`src/rtl/ctrl_pkg.sv`:
```
// Shared encodings for the multi-cycle RISC-V sequencer: opcodes, FSM states,
// instruction classes and ALU operation classes.
package ctrl_pkg;

  localparam logic [6:0] OpR      = 7'b0110011;
  localparam logic [6:0] OpI      = 7'b0010011;
  localparam logic [6:0] OpLoad   = 7'b0000011;
  localparam logic [6:0] OpStore  = 7'b0100011;
  localparam logic [6:0] OpBranch = 7'b1100011;

  typedef enum logic [2:0] {
    StFetch  = 3'b000,
    StDecode = 3'b001,
    StExec   = 3'b010,
    StMem    = 3'b011,
    StWb     = 3'b100,
    StTrap   = 3'b101
  } state_e;

  typedef enum logic [2:0] {
    ClsR       = 3'd0,
    ClsI       = 3'd1,
    ClsLoad    = 3'd2,
    ClsStore   = 3'd3,
    ClsBranch  = 3'd4,
    ClsIllegal = 3'd5
  } cls_e;

  localparam logic [1:0] AluAdd   = 2'b00;
  localparam logic [1:0] AluSub   = 2'b01;
  localparam logic [1:0] AluRType = 2'b10;
  localparam logic [1:0] AluIType = 2'b11;

  function automatic cls_e decode_class(input logic [6:0] op);
    cls_e cls;
    case (op)
      OpR:      cls = ClsR;
      OpI:      cls = ClsI;
      OpLoad:   cls = ClsLoad;
      OpStore:  cls = ClsStore;
      OpBranch: cls = ClsBranch;
      default:  cls = ClsIllegal;
    endcase
    return cls;
  endfunction

endpackage

```
`src/rtl/mem_wait_timer.sv`:
```
// Counts cycles a memory request has been waiting for ready; flags the cycle in
// which one more wait would exceed the allowed limit.
module mem_wait_timer #(
  parameter int unsigned MemTimeout = 16
) (
  input  logic clk_i,
  input  logic rst_i,
  input  logic clear_i,
  input  logic waiting_i,
  output logic timeout_o
);

  localparam int unsigned CntW = (MemTimeout > 1) ? $clog2(MemTimeout) : 1;
  localparam logic [CntW-1:0] Last = CntW'(MemTimeout - 1);

  logic [CntW-1:0] cnt_q, cnt_d;

  always_comb begin
    cnt_d = cnt_q;
    if (clear_i) begin
      cnt_d = '0;
    end else if (waiting_i) begin
      cnt_d = cnt_q + CntW'(1);
    end
  end

  always_ff @(posedge clk_i or posedge rst_i) begin
    if (rst_i) begin
      cnt_q <= '0;
    end else begin
      cnt_q <= cnt_d;
    end
  end

  assign timeout_o = waiting_i && (cnt_q == Last);

endmodule

```
`src/rtl/multicycle_ctrl.sv`:
```
// Multi-cycle sequencer: walks each instruction through FETCH/DECODE/EXEC/MEM/WB,
// drives datapath controls and memory handshakes, traps and counts retirements.
module multicycle_ctrl
  import ctrl_pkg::*;
#(
  parameter int unsigned MEM_TIMEOUT = 16,
  parameter int unsigned CNT_W       = 32
) (
  input  logic             clk,
  input  logic             rst,
  input  logic [6:0]       opcode,
  input  logic             alu_zero,
  input  logic             imem_ready,
  input  logic             dmem_ready,
  output logic             imem_req,
  output logic             ir_write,
  output logic             pc_write,
  output logic             pc_src,
  output logic             alu_src,
  output logic [1:0]       alu_op,
  output logic             dmem_req,
  output logic             mem_read,
  output logic             mem_write,
  output logic             mem_to_reg,
  output logic             reg_write,
  output logic             trap,
  output logic [2:0]       state_o,
  output logic [CNT_W-1:0] retired_count
);

  state_e           state_q, state_d;
  cls_e             cls_q, cls_d;
  logic [CNT_W-1:0] cnt_q, cnt_d;
  logic             retire;
  logic             waiting;
  logic             timeout;
  logic             wait_clear;

  assign waiting = ((state_q == StFetch) && !imem_ready) || ((state_q == StMem) && !dmem_ready);
  // Any state change restarts the count, which covers every entry into FETCH or MEM.
  assign wait_clear = (state_d != state_q);

  mem_wait_timer #(
    .MemTimeout(MEM_TIMEOUT)
  ) u_mem_wait_timer (
    .clk_i    (clk),
    .rst_i    (rst),
    .clear_i  (wait_clear),
    .waiting_i(waiting),
    .timeout_o(timeout)
  );

  always_comb begin
    state_d    = state_q;
    cls_d      = cls_q;
    retire     = 1'b0;
    imem_req   = 1'b0;
    ir_write   = 1'b0;
    pc_write   = 1'b0;
    pc_src     = 1'b0;
    alu_src    = 1'b0;
    alu_op     = AluAdd;
    dmem_req   = 1'b0;
    mem_read   = 1'b0;
    mem_write  = 1'b0;
    mem_to_reg = 1'b0;
    reg_write  = 1'b0;
    trap       = 1'b0;
    // Controls stay low for as long as reset is held, even though state reads FETCH.
    if (!rst) begin
      unique case (state_q)
        StFetch: begin
          imem_req = 1'b1;
          if (imem_ready) begin
            ir_write = 1'b1;
            pc_write = 1'b1;
            state_d  = StDecode;
          end else if (timeout) begin
            state_d = StTrap;
          end
        end
        StDecode: begin
          cls_d   = decode_class(opcode);
          state_d = (cls_d == ClsIllegal) ? StTrap : StExec;
        end
        StExec: begin
          unique case (cls_q)
            ClsR: begin
              alu_op  = AluRType;
              state_d = StWb;
            end
            ClsI: begin
              alu_src = 1'b1;
              alu_op  = AluIType;
              state_d = StWb;
            end
            ClsLoad, ClsStore: begin
              alu_src = 1'b1;
              state_d = StMem;
            end
            ClsBranch: begin
              alu_op   = AluSub;
              pc_src   = 1'b1;
              pc_write = alu_zero;
              retire   = 1'b1;
              state_d  = StFetch;
            end
            default: state_d = StTrap;
          endcase
        end
        StMem: begin
          dmem_req  = 1'b1;
          mem_read  = (cls_q == ClsLoad);
          mem_write = (cls_q == ClsStore);
          if (dmem_ready) begin
            if (cls_q == ClsLoad) begin
              state_d = StWb;
            end else begin
              retire  = 1'b1;
              state_d = StFetch;
            end
          end else if (timeout) begin
            state_d = StTrap;
          end
        end
        StWb: begin
          reg_write  = 1'b1;
          mem_to_reg = (cls_q == ClsLoad);
          retire     = 1'b1;
          state_d    = StFetch;
        end
        StTrap: trap = 1'b1;
        default: state_d = StTrap;
      endcase
    end
  end

  assign cnt_d = retire ? cnt_q + CNT_W'(1) : cnt_q;

  always_ff @(posedge clk or posedge rst) begin
    if (rst) begin
      state_q <= StFetch;
      cls_q   <= ClsR;
      cnt_q   <= '0;
    end else begin
      state_q <= state_d;
      cls_q   <= cls_d;
      cnt_q   <= cnt_d;
    end
  end

  assign state_o       = state_q;
  assign retired_count = cnt_q;

endmodule

```
`config.mk`:
```
export PLATFORM = sky130hd
export DESIGN_NAME = multicycle_ctrl
export DESIGN_NICKNAME = d
export VERILOG_FILES = /design/src/rtl/ctrl_pkg.sv /design/src/rtl/mem_wait_timer.sv /design/src/rtl/multicycle_ctrl.sv
export SDC_FILE = /design/constraint.sdc
export NUM_CORES = 1
export LEC_CHECK = 0
export ABC_AREA = 1
export ABC_CLOCK_PERIOD_IN_PS = 2200
export BUFFER_PORTS_ARGS = -buffer_cell sky130_fd_sc_hd__buf_2
export CORE_UTILIZATION = 50
export CTS_BUF_LIST = sky130_fd_sc_hd__clkbuf_8
export DETAILED_ROUTE_END_ITERATION = 16
export HOLD_SLACK_MARGIN = 0.08
export PLACE_DENSITY = 0.74
export SLEW_MARGIN = 20
export SYNTH_ARGS = -nofsm -noshare
export SYNTH_HDL_FRONTEND = slang
export SYNTH_SLANG_ARGS = --single-unit
```
`constraint.sdc`:
```
create_clock -name clk -period 2.2 [get_ports clk]
set_input_delay 0.11 -clock clk [delete_from_list [all_inputs] [get_ports clk]]
set_output_delay 0.11 -clock clk [all_outputs]
set_load 0.1 [all_outputs]
```
==> out/results.ini <==
[yosys]
synth_cell_type_count = 33
syn_inst = 384
syn-num-nets = 398
synth_seq_area_share_pct = 38.4
ys_ff_latch = 42
yosysWarnings = 0
syn_avg_cell_area_sq_um = 7.13
synthFlopType = dfrtp_1
syn_area_sq_um = 2740
async_flop_share_pct = 100
synth_edf_count = 0

[die]
die_h_um = 76.0
dieArea_sq_um = 5770
core-area_sq_um = 5200
start_util_pct = 52.6
io_pins = 60
fp-row-count = 26
die_w_um = 76.0

[worst_setup_path]
cp-startpoint = state_o[1]
path_delay_family = simple AND/OR/NAND/NOR gates
cpMostUsedCell = nor3_4
r2r-end = retired_count[23]
slowest_delay_ns = 0.45
cp-end-kind = primary output
crit_buf_inv = 2
worstPathMaxFanout = 7
r2r_start = state_o[1]
path_cells = inv_2, nor3_4, nand2_1, nor3_4, nand2_2, o21ai_4, buf_12
arrival_ns = 1.98
critPathKind = reg2out
slowest_stage = dfrtp_4
rr_worst_depth = 11
ff2ff_setup_slack_ns = 0.20
startpoint_type = flop
crit_required_ns = 2.09

[clock_network]
clock_latency_ns = 0.30
cts_tree = done
clkSlewWorstSetupHoldPaths_ns = 0.08
cts.sinks = 42
cts_max_level = 2
clockRootBuffer = clkbuf_8
cts_buffer_depth = 2
numCtsBuffers = 5

[timing]
finalWorstSetupSlack_ns = 0.107
rsz0062_at_grt = no
fin_crit_sh_pct = 95.1
fin_tns_setup_ns = 0
hold_violations = 0
fin_hold_ws_ns = 0.140
fin_worst_skew_ns = 0.0103
max-slew-margin-rel_pct = 60.3
finalSetupViolations = 0
worst_slew_pin_slew_ns = 0.591
layout_min_cycle_time_ns = 2.09
final_max_slew_viol_count = 0
max_freq_mhz = 478

[layout]
n_antenna_cell = 0
seqCellArea_sq_um = 1070
post_route_cells_drive_above_1_share_pct = 24.2
layout.nets = 467
area_growth_pct = 24.7
multi_input_area_sq_um = 1560
fillers = 495

[global_route]
grt_pass1_vias = 2457
grt_pass1_wl_mm = 11.5
antenna_found_initial = 0
grt.overflow.total = 0
grt.total_usage_pct = 25.0
grt_max_degree = 30

[routing]
viasPerCell = 5.09
drtIter0Drc = 186
num_vias = 2666
post_drt_wl_per_cell_um = 13.0
postRouteAntennaNets = 0
drc = 0
dr.pass1.iters = 4
wl_mm = 6.79

[place]
io_buffers = 59
place.gp.congestion = 0.932
dp_hpwl_mm = 5.24
pre_cts_slack_ns = 0.139

[min_path]
hold_start = opcode[6]
hold_depth = 3
holdPathEnd = cls_q[1]
min_path_type = in2reg

[power]
cellLeakagePower_uw = 0.00169
peakVddDrop_v = 0.00108
power_density_nw_per_um2 = 1040

[run_status]
status = complete, no violations

[flow_run]
drv_cap = 0

report_power, final:
| group | total (uW) | internal (uW) | switching, uW |
|---|---|---|---|
| clock | 514 | 249 | 266 |
| sequential | 1140 | 932 | 210 |
| combinational | 1890 | 311 | 1580 |
| total | 3540 | 1490 | 2050 |
logic make-up (layout without fill, tap and decap cells):
kind of cell	after synthesis	in the layout	synth area share [%]
xor gates and xnor gates	30	30	9.60
DFF	42	42	38.4
muxes	1	1	0.411
and+or+nand+nor	230	230	38.2
AOI/OAI and AO/OA	21	21	4.25
adders and majority gates	2	2	0.914
buffers and inverters	58	128	8.18
cells in the mapped netlist, drive strengths merged, types with 4 or more instances:
library cell | number | area (sq um)
nand2 | 118 | 458
nor3 | 27 | 151
o21ai | 13 | 65.1
dfrtp | 42 | 1050
xor2 | 23 | 201
buf | 4 | 18.8
nand4 | 8 | 50.1
inv | 53 | 201
xnor2 | 7 | 61.3
nor2 | 46 | 200
nand3 | 24 | 138
per-layer routing:
metal | part of all wire (%) | GRT usage (%)
met2 | 45 | 39.0
met3 | 4.2 | 4.31
met5 | 0 | 0
met1 | 49 | 36.0
met4 | 1.4 | 6.92
how the worst max path moves through the flow:
stage	endpoint	slack (ns)	depth (start not counted)
after floorplan	alu_op[0]	-0.30	5
after global placement	retired_count[23]	0.23	10
after detailed placement	retired_count[23]	0.14	10
after CTS	alu_op[0]	0.08	6
after global routing	alu_op[0]	0.02	7
final	alu_op[0]	0.11	7
per-stage QoR:
stage | instance area (sq um) | util [%] | power (uW) | std cells
2_1_floorplan | 2850 | - | 2700 | 384
3_3_place_gp | 3270 | 62.8 | 3000 | 511
3_5_place_dp | 3270 | 62.8 | 3020 | 511
4_1_cts | 3380 | 65.0 | 3540 | 521
5_1_grt | 3410 | 65.6 | 3710 | 524
6_report | 3410 | 65.6 | 3540 | 524
cells in the final DEF, fill, tap and decap left out, drive strengths merged:
cell,instances
xnor2,7
a22oi,1
clkinv,1
a21oi,3
xor2,23
nor4,3
clkbuf,6
o22ai,1
nand4,8
a211oi,1
o21ai,13
buf,65
dfrtp,42
nor3b,1
ha,2
mux2,1
nand3b,3
nand3,24
o21a,2
nor2,46
nand2,118
nor3,27
dlygate4sd3,2
inv,54
registers in the layout (all words and copies together) (netlist names):
| signal | flops |
|---|---|
| cls_q | 3 |
| u_mem_wait_timer.cnt_q | 4 |
| retired_count | 32 |
| state_o | 3 |
timing repair:
action / CTS / global route
setup endpoints to repair: 0 / 3
resized for setup: 0 / 2
hold buffers: 2 / 0
endpoints found under the hold margin: 4 / 0
buffers inserted: 0 / 3
tightest hold or removal path, stage by stage:
cell	delay, ns
buf_2	0.09
nand3b_1	0.13
o22ai_1	0.07
area by class of cell:
cell class,instances,share of cell area (%)
clock buffer,6,2.42
timing repair buffer,67,11.9
sequential,42,31.3
clock inverter,2,0.257
inverter,53,5.98
multi-input combinational,284,45.6
tap,70,2.57
(Power assumes the default switching activity.)
